[src/rtl/exe_muldiv_ctrl.sv]
// Iterative signed multiply/divide sequencer beside the EXE-stage ALU.
// Radix-2 shift/add multiply and restoring divide on operand magnitudes, sign fixed up afterwards.
module exe_muldiv_ctrl #(
  parameter int WORD_LEN = 32,
  parameter int CNT_LEN  = 6
) (
  input  logic                clk,
  input  logic                rst,
  input  logic                start,
  input  logic [1:0]          op,
  input  logic [WORD_LEN-1:0] val1,
  input  logic [WORD_LEN-1:0] val2,
  input  logic                flush,
  output logic                stall,
  output logic                done,
  output logic [WORD_LEN-1:0] result,
  output logic                div_by_zero
);

  typedef enum logic [1:0] {IDLE, CALC, SIGN, DONE} state_t;

  state_t state, state_next;

  logic [CNT_LEN-1:0]    cnt;
  logic [1:0]            op_q;
  logic                  sign_a, sign_b, b_zero;
  logic [WORD_LEN-1:0]   a_reg, b_reg, acc_hi, acc_lo;
  logic                  accept, last_iter;

  logic [WORD_LEN:0]     mul_sum;
  logic [WORD_LEN:0]     div_shift;
  logic                  div_ge;
  logic [WORD_LEN-1:0]   div_sub;
  logic [2*WORD_LEN-1:0] prod, prod_fix;
  logic [WORD_LEN-1:0]   quot_fix, rem_fix, sign_result;

  assign accept    = (state == IDLE) && start && !flush;
  assign last_iter = (cnt == CNT_LEN'(WORD_LEN - 1));

  always_ff @(posedge clk or posedge rst) begin
    if (rst) state <= IDLE;
    else     state <= state_next;
  end

  always_comb begin
    state_next = state;
    case (state)
      IDLE: if (accept) state_next = CALC;
      CALC: begin
        if (flush)          state_next = IDLE;
        else if (last_iter) state_next = SIGN;
      end
      SIGN: state_next = flush ? IDLE : DONE;
      DONE: state_next = IDLE;
      default: state_next = IDLE;
    endcase
  end

  always_comb begin
    stall = accept || (state == CALC) || (state == SIGN);
    done  = (state == DONE) && !flush;
  end

  // Multiply: multiplier in a_reg shifts out LSB-first, product bits shift down into acc_lo.
  // Divide: dividend in a_reg shifts out MSB-first into the remainder (acc_hi), quotient builds in acc_lo.
  always_comb begin
    mul_sum   = {1'b0, acc_hi} + {1'b0, (a_reg[0] ? b_reg : '0)};
    div_shift = {acc_hi, a_reg[WORD_LEN-1]};
    div_ge    = (div_shift >= {1'b0, b_reg});
    div_sub   = div_shift[WORD_LEN-1:0] - b_reg;
  end

  // With a zero divisor the remainder path naturally reproduces |val1|, so REM needs no override.
  always_comb begin
    prod     = {acc_hi, acc_lo};
    prod_fix = (sign_a ^ sign_b) ? ((~prod) + (2*WORD_LEN)'(1)) : prod;
    quot_fix = (sign_a ^ sign_b) ? ((~acc_lo) + WORD_LEN'(1)) : acc_lo;
    rem_fix  = sign_a ? ((~acc_hi) + WORD_LEN'(1)) : acc_hi;
    case (op_q)
      2'b00:   sign_result = prod_fix[WORD_LEN-1:0];
      2'b01:   sign_result = prod_fix[2*WORD_LEN-1:WORD_LEN];
      2'b10:   sign_result = b_zero ? '1 : quot_fix;
      default: sign_result = rem_fix;
    endcase
  end

  always_ff @(posedge clk or posedge rst) begin
    if (rst) begin
      cnt         <= '0;
      op_q        <= '0;
      sign_a      <= 1'b0;
      sign_b      <= 1'b0;
      b_zero      <= 1'b0;
      a_reg       <= '0;
      b_reg       <= '0;
      acc_hi      <= '0;
      acc_lo      <= '0;
      result      <= '0;
      div_by_zero <= 1'b0;
    end else begin
      case (state)
        IDLE: if (accept) begin
          op_q        <= op;
          sign_a      <= val1[WORD_LEN-1];
          sign_b      <= val2[WORD_LEN-1];
          b_zero      <= (val2 == '0);
          a_reg       <= val1[WORD_LEN-1] ? ((~val1) + WORD_LEN'(1)) : val1;
          b_reg       <= val2[WORD_LEN-1] ? ((~val2) + WORD_LEN'(1)) : val2;
          acc_hi      <= '0;
          acc_lo      <= '0;
          cnt         <= '0;
          div_by_zero <= 1'b0;
        end
        CALC: begin
          cnt <= cnt + CNT_LEN'(1);
          if (op_q[1]) begin
            acc_hi <= div_ge ? div_sub : div_shift[WORD_LEN-1:0];
            acc_lo <= {acc_lo[WORD_LEN-2:0], div_ge};
            a_reg  <= {a_reg[WORD_LEN-2:0], 1'b0};
          end else begin
            {acc_hi, acc_lo} <= {mul_sum, acc_lo[WORD_LEN-1:1]};
            a_reg            <= {1'b0, a_reg[WORD_LEN-1:1]};
          end
        end
        SIGN: if (!flush) begin
          result      <= sign_result;
          div_by_zero <= op_q[1] && b_zero;
        end
        default: ;
      endcase
    end
  end

endmodule
[config.mk]
export PLATFORM = sky130hd
export DESIGN_NAME = exe_muldiv_ctrl
export DESIGN_NICKNAME = d
export VERILOG_FILES = /design/src/rtl/exe_muldiv_ctrl.sv
export SDC_FILE = /design/constraint.sdc
export NUM_CORES = 1
export LEC_CHECK = 0
export CAP_MARGIN = 20
export CORE_UTILIZATION = 60
export DETAILED_ROUTE_END_ITERATION = 10
export GPL_TIMING_DRIVEN = 0
export PLACE_DENSITY = 0.82
export SYNTH_ARGS = -nofsm -noshare
export SYNTH_HDL_FRONTEND = slang
export SYNTH_SLANG_ARGS = --single-unit
[constraint.sdc]
create_clock -name clk -period 16.2 [get_ports clk]
set_clock_uncertainty 0.1 [all_clocks]
set_input_delay 3.24 -clock clk [delete_from_list [all_inputs] [get_ports clk]]
set_output_delay 3.24 -clock clk [all_outputs]
set_load 0.03 [all_outputs]
Word-level counts from Yosys, hierarchy flattened --
Index checks and enable logic that the tools add are counted.
Storage, ports and cells: register bits after elaboration 174, bits of input ports 70, output and inout bits 35
Operators by class: add/subtract/negate cells 8, $lt $le $gt $ge 1, equal/unequal tests 9, muxes and demuxes 27, bitwise gates (word level) 7, reductions and logical operators 17
Operators with widths (count):
- two-way mux 32 bit | 12
- one-hot mux 32 bit (2 select lines) | 3
- adder 32 x 1 -> 32 bit (second input constant) | 4
- NOT 32 bit | 4
- one-hot mux 32 bit (3 select lines) | 1
- adder 64 x 1 -> 64 bit (second input constant) | 1
- two-way mux 64 bit | 1
- NOT 64 bit | 1
- adder 32 x 32 -> 33 bit | 1
- greater-or-equal comparator 33 x 32 -> 1 bit | 1
- logical NOT 32 bit | 1
- subtractor 32 bit | 1
- one-hot mux 6 bit (2 select lines) | 1
- two-way mux 2 bit | 4
- one-hot mux 2 bit (4 select lines) | 1
- AND reduction 2 bit | 4
- adder 6 x 1 -> 6 bit (second input constant) | 1
- equality test 2 bit (second input constant) | 3
- equality test 6 x 5 -> 1 bit (second input constant) | 1
- two-way mux 6 bit | 1
- equality test 2 x 1 -> 1 bit (second input constant) | 2
- logical AND 1 bit | 4
- logical NOT 2 bit | 2
- inequality test 2 bit (second input constant) | 2
- 9 further kinds | 12

Depth between registers and ports, before layout --
depth in word-level cells 5, depth in mapped cells 13, mapped depth without buffers 12

Worst setup path before layout --
Ideal clock, no wire load.
path kind input port to output port, start point input port flush, end point output port stall, data arrival time 4.526 ns, setup slack 8.334 ns, stages on the path 6, buffers on the path 3, cell sequence nor2_1 -> nand3b_1 -> clkbuf_1 -> clkbuf_1 -> buf_1 -> nand3_1
On the way: longest elaborated chain between the ends 4
RTL lines:
- start, declared | line 13 | input logic flush,
- logical NOT 1 bit
- logical AND 1 bit | line 37 | assign accept = (state == IDLE) && start && !flush;
- logical OR 1 bit (2 in a row) | line 60 | stall = accept || (state == CALC) || (state == SIGN);
- end, declared | line 14 | output logic stall,
Every way passes these cells.

Worst setup path after layout --
Ends and elaborated chain as after synthesis.

==> flow_summary.toml <==
[synthesis]
async_reset_ff_frac = 1.00
yosysWarnings = 0
syn_avg_cell_area_um2 = 7.80
ys_types = 81
ys_seq_area_frac = 0.285
yosysTopAreaCellShare = 0.285
syn_inst = 1961
synth_most_common_cell = "o21ai_0"
synthFlopType = "dfrtp_1"
yosysTopAreaCell = "dfrtp_1"
synthTopCellsByCount = "o21ai_0 (247), nand2_1 (227), dfrtp_1 (174)"
synth_edf_count = 0
synth_area_um2 = 15300
syn_nets = 2102
ys_seq_elements = 174
synthTopCellsByArea = "dfrtp_1 (28%), o21ai_0 (8.1%), xor2_1 (5.8%), ha_1 (5.6%), nand2_1 (5.6%)"

[sta]
fmax_mhz = 102
finalHoldViolCount = 0
max_slew_margin = 0.253
slew_violations = 0
worst_slew_pin_slew_ns = 1.11
period_share = 0.606
final-setup-viol-count = 0
fin_tns_setup_ns = 0
fin_ws_ns = 6.38
period_needed_ns = 9.82
rsz0062_at_grt = "no"

[pwr]
leakagePower_nw = 7.11
comb_power_share = 0.611
p_sw_frac = 0.536
power.total_mw = 2.93
p_int_mw = 1.36
p_sw_mw = 1.57
powerDensity_nw_per_um2 = 168
seq_power_share = 0.237
vdd_drop_max_mv = 0.120
p_clk_frac = 0.152

[drt]
via_count = 17124
detail_route.wl_per_cell_um = 24.5
first_iter_violations = 2572
first_pass_iters = 7
ant_nets = 0
drc = 0
drt_wl_total_um = 59600
vias_per_cell = 7.05

[die]
core-area_um2 = 25100
die_x_um = 162
ioPinCount = 105
std_cell_rows = 58
die_area_um2 = 26100
dieHeight_um = 162
initial_core_util = 0.609

[global_route]
grt_pass1_wl_um = 91400
use_met1 = 0.613
grt_pass1_vias = 15933
grt-busiest-layer = "met2"
grt_usage = 0.458
grt-ovfl-total = 0
grtUsageMet3 = 0.139
grt_max_degree = 114
antenna_found_initial = 0
grt.met2_usage = 0.681

[clock_tree]
cts_root_buf = "clkbuf_16"
clkTransAtPathRegs_ns = 0.07
cts_num_sinks = 174
cts_inserted_buffers = 17
clk_latency_ns = 0.46
hold_buffers = 0
cts_max_path_buffers = 2
post_cts_buffers = 0
cts_repair_resize_count = 0
ctsHtreeMaxLevel = 4
tritoncts = "built"

[flow_run]
drv_cap = 0

[setup_path]
cp-end-kind = "primary output"
critPathArrivalTime_ns = 6.48
criticalPathCategory = "primary input to primary output"
start_kind = "primary input"
cp.required_ns = 12.86
worst-path-max-fanout = 10

[worst_hold_path]
hold_class = "flop to flop"

[placed_design]
place_area_um2 = 16800
post-place-ws_ns = 6.58
gp_congestion = 1.07
portBuffers = 103
dp_hpwl_um = 46100

[cells_and_area]
fin_area_um2 = 17400
area_growth_pct = 13.9
layout-drive-gt1-share = 0.0281
finish.net_count = 2227
antenna_cells = 0
num-fill-cells = 2040

[outcome]
status = "complete, no violations"
-- metrics by stage --
step           utilization  hold WS (ns)  std cells
5_1_grt              0.694         0.412       2429
6_report             0.694         0.385       2429
3_5_place_dp         0.668         0.373       2397
3_3_place_gp         0.667         0.358       2394
4_1_cts              0.694         0.390       2429
2_1_floorplan            -         0.348       1961
-- layer usage --
layer | vias up | wire [µm]
met2 | 1348 | 25600
met5 | - | 0
met3 | 227 | 7840
met1 | 8087 | 23600
met4 | 0 | 2570
li1 | 7462 | -
-- path summary, 6_finish.rpt --
kind	from	endpoint	slack [ns]	cells after the start
setup / recovery	flush	stall	6.38	8
hold / removal	result[2]	result[2]	0.39	2
setup reg to reg	a_reg[0]	acc_hi[31]	11.39	13
hold reg to reg	result[2]	result[2]	0.39	2
max in group asynchronous	rst	acc_hi[5]	11.96	3
min in group asynchronous	rst	acc_hi[27]	3.13	2
-- worst max-delay path: stages --
cell,delay (ns)
clkdlybuf4s50_1,0.57
nor2_1,0.12
nand3b_1,0.17
clkbuf_1,0.73
clkbuf_1,0.43
buf_1,0.43
nand3_1,0.16
clkdlybuf4s50_1,0.63
-- cell usage in the layout, fill, tap and decap left out, types with 11 or more instances in the layout --
cell             count
a211oi_1            19
a21o_1              21
a21oi_1            129
a31oi_1             25
and2_1              36
and3_1              13
buf_1               15
clkbuf_1           118
clkbuf_16           17
clkdlybuf4s50_1    103
dfrtp_1            174
ha_1                69
inv_1               55
mux2i_1             64
nand2_1            227
nand2b_1            12
nand3_1             65
nand4_1             11
nor2_1             105
nor2b_1             11
nor3_1              44
nor4_1              27
o211ai_1            41
o21a_1              13
o21ai_0            247
o221ai_1            12
o22ai_1             23
o31ai_1             35
o41ai_1             17
or3_1               16
or4_1               25
xnor2_1             66
xor2_1             102
-- kinds of logic after synthesis --
family,Yosys count,share of synthesized area
DFF,174,0.285
xor gates and xnor gates,168,0.0962
AOI/OAI and AO/OA,664,0.270
and+or+nand+nor,627,0.200
adders and majority gates,71,0.0591
buffers and inverters,192,0.0475
muxes,65,0.0426
-- area by class of cell --
type / instances / area, µm² / area share
plain buffers: 136 / 517 / 0.0297
well taps: 330 / 413 / 0.0237
repair buffers: 106 / 1070 / 0.0613
clock buffers: 17 / 425 / 0.0244
clock inverters: 15 / 208 / 0.0119
inverters: 56 / 218 / 0.0125
flip-flops and latches: 174 / 4350 / 0.250
multi-input cells: 1595 / 10200 / 0.586
-- power by group through the flow --
| stage | combinational, mW | clock [mW] | sequential (mW) |
|---|---|---|---|
| finish | 1.79 | 0.445 | 0.696 |
| global route | 1.91 | 0.455 | 0.698 |
| CTS | 1.72 | 0.437 | 0.679 |
| detailed placement | 1.70 | 0 | 0.688 |
| global placement | 1.68 | 0 | 0.684 |
| floorplan | 1.19 | 0 | 0.631 |
(Power assumes the default switching activity.)
